`config.mk`:
```
export PLATFORM = sky130hd
export DESIGN_NAME = prog_delay_line
export DESIGN_NICKNAME = d
export VERILOG_FILES = /design/src/rtl/prog_delay_line_pkg.sv /design/src/rtl/dline_ram.sv /design/src/rtl/prog_delay_line.sv
export SDC_FILE = /design/constraint.sdc
export NUM_CORES = 1
export LEC_CHECK = 0
export CAP_MARGIN = 10
export CORE_UTILIZATION = 45
export CTS_CLUSTER_DIAMETER = 150
export DETAILED_ROUTE_END_ITERATION = 12
export PLACE_DENSITY = 0.69
export SYNTH_ARGS = -nofsm -noshare
export SYNTH_HDL_FRONTEND = slang
export SYNTH_SLANG_ARGS = --single-unit
export TNS_END_PERCENT = 50
```
`constraint.sdc`:
```
create_clock -name clk -period 7.1 [get_ports clk]
set_input_delay 1.42 -clock clk [delete_from_list [all_inputs] [get_ports clk]]
set_output_delay 1.42 -clock clk [all_outputs]
set_load 0.01 [all_outputs]
```
`src/rtl/prog_delay_line_pkg.sv`:
```
// Shared types and helpers for the programmable delay line.
package prog_delay_line_pkg;

    typedef enum logic [0:0] {Fill, Run} dl_state_e;

    localparam int unsigned DefaultMaxDepth = 90;

    function automatic int unsigned delay_sel_width(input int unsigned max_depth);
        return $clog2(max_depth + 1);
    endfunction

    localparam int unsigned DefaultDw = delay_sel_width(DefaultMaxDepth);

    // Zero is treated as the shortest legal delay; anything past the buffer saturates.
    function automatic int unsigned clamp_delay(input int unsigned x,
                                                input int unsigned max_depth);
        if (x == 0) return 1;
        if (x > max_depth) return max_depth;
        return x;
    endfunction

endpackage

```
`src/rtl/dline_ram.sv`:
```
// Sample storage: combinational read, synchronous write, read-before-write.
module dline_ram #(
    parameter int unsigned WIDTH = 8,
    parameter int unsigned DEPTH = 90,
    parameter int unsigned AW    = $clog2(DEPTH)
) (
    input  logic             clk,
    input  logic             we,
    input  logic [AW-1:0]    waddr,
    input  logic [WIDTH-1:0] wdata,
    input  logic [AW-1:0]    raddr,
    output logic [WIDTH-1:0] rdata
);

    logic [WIDTH-1:0] mem [DEPTH];

    always_ff @(posedge clk) begin
        if (we) mem[waddr] <= wdata;
    end

    assign rdata = mem[raddr];

endmodule

```
`src/rtl/prog_delay_line.sv`:
```
// Runtime-programmable sample delay line with zero-fill after reset or delay change.
// Optional fill_level output enabled by defining PROG_DELAY_LINE_FILL_LEVEL_EN.
module prog_delay_line
    import prog_delay_line_pkg::*;
#(
    parameter int unsigned WIDTH     = 8,
    parameter int unsigned MAX_DEPTH = DefaultMaxDepth,
    parameter int unsigned DW        = delay_sel_width(MAX_DEPTH)
) (
    input  logic             clk,
    input  logic             rst_n,
    input  logic             ena,
    input  logic             in_valid,
    input  logic [WIDTH-1:0] in_data,
    input  logic [DW-1:0]    delay_sel,
    output logic             out_valid,
    output logic [WIDTH-1:0] out_data,
`ifdef PROG_DELAY_LINE_FILL_LEVEL_EN
    output logic [DW-1:0]    fill_level,
`endif
    output logic             primed
);

    localparam int unsigned AW = $clog2(MAX_DEPTH);

    dl_state_e        state_q, state_d;
    logic [AW-1:0]    wr_ptr_q, wr_ptr_d;
    logic [DW-1:0]    fill_q, fill_d;
    logic [DW-1:0]    d_act_q, d_act_d;
    logic             out_valid_q, out_valid_d;
    logic [WIDTH-1:0] out_data_q, out_data_d;
    logic             primed_q, primed_d;

    logic             accept;
    logic             change;
    logic             run_out;
    logic [DW-1:0]    d_req;
    logic [DW:0]      wr_ext, d_ext, rd_full;
    logic [AW-1:0]    rd_addr;
    logic [WIDTH-1:0] rdata;

    assign accept = ena && in_valid;
    assign d_req  = DW'(clamp_delay(32'(delay_sel), MAX_DEPTH));
    assign change = (d_req != d_act_q);

    // Circular subtraction; d_act == MAX_DEPTH lands back on wr_ptr.
    always_comb begin
        wr_ext  = (DW + 1)'(wr_ptr_q);
        d_ext   = (DW + 1)'(d_act_q);
        rd_full = (wr_ext >= d_ext) ? (wr_ext - d_ext)
                                    : (wr_ext + (DW + 1)'(MAX_DEPTH) - d_ext);
        rd_addr = AW'(rd_full);
    end

    dline_ram #(
        .WIDTH (WIDTH),
        .DEPTH (MAX_DEPTH),
        .AW    (AW)
    ) u_ram (
        .clk   (clk),
        .we    (accept && rst_n),
        .waddr (wr_ptr_q),
        .wdata (in_data),
        .raddr (rd_addr),
        .rdata (rdata)
    );

    always_ff @(posedge clk) begin
        if (!rst_n) begin
            state_q     <= Fill;
            wr_ptr_q    <= '0;
            fill_q      <= '0;
            d_act_q     <= d_req;
            out_valid_q <= 1'b0;
            out_data_q  <= '0;
            primed_q    <= 1'b0;
        end else begin
            state_q     <= state_d;
            wr_ptr_q    <= wr_ptr_d;
            fill_q      <= fill_d;
            d_act_q     <= d_act_d;
            out_valid_q <= out_valid_d;
            out_data_q  <= out_data_d;
            primed_q    <= primed_d;
        end
    end

    always_comb begin
        state_d  = state_q;
        wr_ptr_d = wr_ptr_q;
        fill_d   = fill_q;
        d_act_d  = d_act_q;
        if (accept) begin
            wr_ptr_d = (wr_ptr_q == AW'(MAX_DEPTH - 1)) ? '0 : wr_ptr_q + AW'(1);
            if (change) begin
                // The sample written on this accept already counts toward the new fill.
                d_act_d = d_req;
                fill_d  = DW'(1);
                state_d = (d_req == DW'(1)) ? Run : Fill;
            end else if (state_q == Fill) begin
                fill_d = fill_q + DW'(1);
                if (fill_d == d_act_q) state_d = Run;
            end
        end
    end

    always_comb begin
        run_out     = (state_q == Run) && !change;
        out_valid_d = accept;
        out_data_d  = out_data_q;
        primed_d    = primed_q;
        if (accept) begin
            primed_d   = run_out;
            out_data_d = run_out ? rdata : '0;
        end
    end

    assign out_valid = out_valid_q;
    assign out_data  = out_data_q;
    assign primed    = primed_q;
`ifdef PROG_DELAY_LINE_FILL_LEVEL_EN
    assign fill_level = fill_q;
`endif

endmodule

```
==> results_dict.tcl <==
set metrics [dict create \
    antenna_cells_inserted 0 \
    p_int_mw 7.61 \
    post_cts.resized_instances 0 \
    mappedNetlistNets 1902 \
    fp.dieW_um 264 \
    synth.top_cells.by_area "sky130_fd_sc_hd__edfxtp_1 (71%), sky130_fd_sc_hd__mux4_2 (7.2%), sky130_fd_sc_hd__mux2i_1 (3.2%)" \
    clock_skew_ns 0.0314 \
    dominantRegCellSynth "sky130_fd_sc_hd__edfxtp_1" \
    netlist-cell-type-count 78 \
    critical_path_endpoint_category "flop" \
    synth-seq-area-share_pct 72.5 \
    cts_made_buffers 75 \
    dr.pass1.iters 6 \
    global_route_wire_length_before_repair_um 112000 \
    crit_path_max_fo 66 \
    num_rows 95 \
    regArea_sq_um 22300 \
    die_height_um 264 \
    whs_path_depth 2 \
    yosys-top-cells-count "sky130_fd_sc_hd__edfxtp_1 (727), sky130_fd_sc_hd__nand2_1 (185), sky130_fd_sc_hd__nor2_1 (156)" \
    cp_data_required_time_ns 7.55 \
    finalSetupTns_ns 0 \
    grt_max_degree 91 \
    port-buffer-count 28 \
    finalCoreUtilization_pct 50.7 \
    yosys_register_bits 752 \
    arrival_ns 6.20 \
    path_clk_slew_ns 0.06 \
    max_transition_viols_final 0 \
    switching_share_pct 26.3 \
    area_growth_syn_to_layout_pct 11.0 \
    layout.filler_cells 5394 \
    power.density_nw_per_um2 302 \
    cts.htree.levels 3 \
    post-cts-setup-buffers 0 \
    multi_input_comb_area_sq_um 7880 \
    clock_power_share_pct 36.3 \
    final.hold.worst_slack_ns 0.475 \
    normalized_max_slew_margin_pct 23.0 \
    grt_use_total_pct 21.6 \
    drt_drc 0 \
    tritoncts_clock_tree "done" \
    met2_wirelength_um 36000 \
    first_global_vias 17100 \
    detailedPlacementHpwl_um 45500 \
    syn_avg_cell_area_sq_um 16.6 \
    vdd_ir_drop_max_uv 190 \
    drt-initial-drc-count 2218 \
    final_period_minus_worst_setup_slack_ns 5.75 \
    clock_path_buffers 3 \
    design.die.area_sq_um 69500 \
    setup_viol 0 \
    via_count 17400 \
    ys_async_sr_fraction_pct 0 \
    global_route.overflow_total 0 \
    routed.top_layer "met5" \
    drv_cap 0 \
    finalHoldViolCount 0 \
    routedWlPerCell_um 26.4 \
    total_switching_power_mw 2.71 \
    ctsRootBufferMaster "sky130_fd_sc_hd__clkbuf_16" \
    place.gp.congestion 0.837 \
    grt_setup_unrepaired "no" \
    worst_setup_path_start_kind "flop" \
    synth_largest_area_cell "sky130_fd_sc_hd__edfxtp_1" \
    synth_edf_count 727 \
    antenna_found_initial 2 \
    wl_met3_um 6200 \
    drive_gt1_share_pct 13.5 \
    boundaryPins 29 \
    min-delay-path-class "flop to flop" \
    postSynthCellCount 1861 \
    ff2ff_setup_slack_ns 1.35 \
    post_layout_net_count 1936 \
    pwr-share-comb_pct 16.4 \
    worst_hold_path.endpoint "primed" \
    netlist.area_leader.share_pct 70.8 \
    worstMarginPinSlew_ns 1.15 \
    critical_path_class "flop to flop" \
    worstHoldStart "primed" \
    startpoint_of_the_worst_register_to_register_path "wr_ptr_q[0]" \
    clk_latency_ns 0.63 \
    detail_route.wirelength_um 74500 \
    regToRegEndpoint "out_data[1]" \
    detail_route.wirelength.met1_um 30300 \
    run_status "finished, final reports clean" \
    post_drt_via_cell_ratio 6.14 \
    leakage_power_figure_nw 10.8 \
    yosys_warnings 0 \
    power.share.sequential_pct 47.3 \
    cts_num_sinks 752 \
    postRouteAntennaNets 0 \
    maxClockFrequency_mhz 174 \
    cts.hold.buffers_added 0 \
    syn-cell-area_sq_um 30800 \
    reg2regPathDepth 13 \
    synth_most_common_cell "sky130_fd_sc_hd__edfxtp_1" \
    final_min_period_over_clock_period_pct 81.0 \
    final_area_sq_um 34200 \
    initial_core_util_pct 45.6 \
    core_sq_um 67500 \
    detailed_place.area_sq_um 31900 \
]
-- sequential cells by signal, summed over array words and instances (netlist names) --
register,flops
u_ram.mem,720
out_data,8
d_act_q,7
fill_q,7
wr_ptr_q,7
out_valid,1
primed,1
state_q,1
-- how the worst max path moves through the flow --
stage	startpoint	end	slack, ns	depth (start not counted)
after global routing	wr_ptr_q[0]	out_data[4]	1.04	12
after detailed placement	wr_ptr_q[0]	out_data[4]	1.35	12
after floorplan	wr_ptr_q[0]	out_data[1]	3.55	14
after CTS	wr_ptr_q[0]	out_data[4]	1.34	12
after global placement	wr_ptr_q[0]	out_data[4]	1.52	12
final	wr_ptr_q[0]	out_data[1]	1.35	13
-- cell usage in the layout (no fill, tap or decap), drive strengths merged, types with 8 or more instances in the layout --
cell,instances
buf,34
xnor2,17
ha,18
o211ai,11
o21a,8
nand2b,14
nand2,186
mux4,99
dfxtp,25
a311oi,9
mux2i,101
xor2,11
nand3,42
clkbuf,101
clkdlybuf4s50,20
a31oi,15
inv,28
a21oi,47
and3,18
nor2,157
edfxtp,727
o21ai,29
a21boi,19
a32oi,37
a211oi,23
clkinv,29
nor3,13
-- metal layers --
layer  up-vias  GRT usage (%)
met5         -              0
met1      8968           30.0
met2       865           34.9
met3       120           3.53
li1       7406              -
met4         2           7.25
-- area by class of cell --
type	count	share of cell area, %
sequential	752	65.3
multi-input combinational	986	23.0
clock buffer	101	6.05
tap	873	3.19
timing repair buffer	54	1.42
clock inverter	35	0.724
inverter	26	0.285
-- cell families after synthesis --
kind of cell | synth area share [%]
compound gates | 6.41
xor+xnor | 0.796
fa+ha+maj | 0.991
buf+inv | 2.09
flops | 72.5
mux | 10.7
simple gates | 6.55
-- power by group through the flow --
stage	Combinational, mW	Sequential, mW	Clock, mW
floorplan	1.16	4.97	0
global placement	1.66	4.97	0
detailed placement	1.68	4.98	0
CTS	1.69	4.88	3.79
global route	1.79	4.88	3.96
finish	1.69	4.88	3.75
-- metrics by stage --
step | setup slack, ns | total power [mW] | std cells
4_1_cts | 1.34 | 10.4 | 2827
3_5_place_dp | 1.35 | 6.66 | 2691
2_1_floorplan | 3.55 | 6.13 | 1861
5_1_grt | 1.04 | 10.6 | 2827
6_report | 1.35 | 10.3 | 2827
3_3_place_gp | 1.52 | 6.64 | 2691
-- worst max-delay path, stage by stage (launching register included) --
cell	delay [ns]
sky130_fd_sc_hd__dfxtp_1	0.44
sky130_fd_sc_hd__inv_1	0.15
sky130_fd_sc_hd__ha_4	0.19
sky130_fd_sc_hd__fa_1	0.95
sky130_fd_sc_hd__nor2b_1	0.17
sky130_fd_sc_hd__and3_1	0.26
sky130_fd_sc_hd__a311oi_4	0.59
sky130_fd_sc_hd__and2_4	0.71
sky130_fd_sc_hd__buf_12	0.42
sky130_fd_sc_hd__mux4_2	0.57
sky130_fd_sc_hd__nand2_1	0.09
sky130_fd_sc_hd__a21oi_1	0.08
sky130_fd_sc_hd__o21ai_0	0.64
sky130_fd_sc_hd__a41oi_1	0.23
Power figures use the tool's default switching activity.
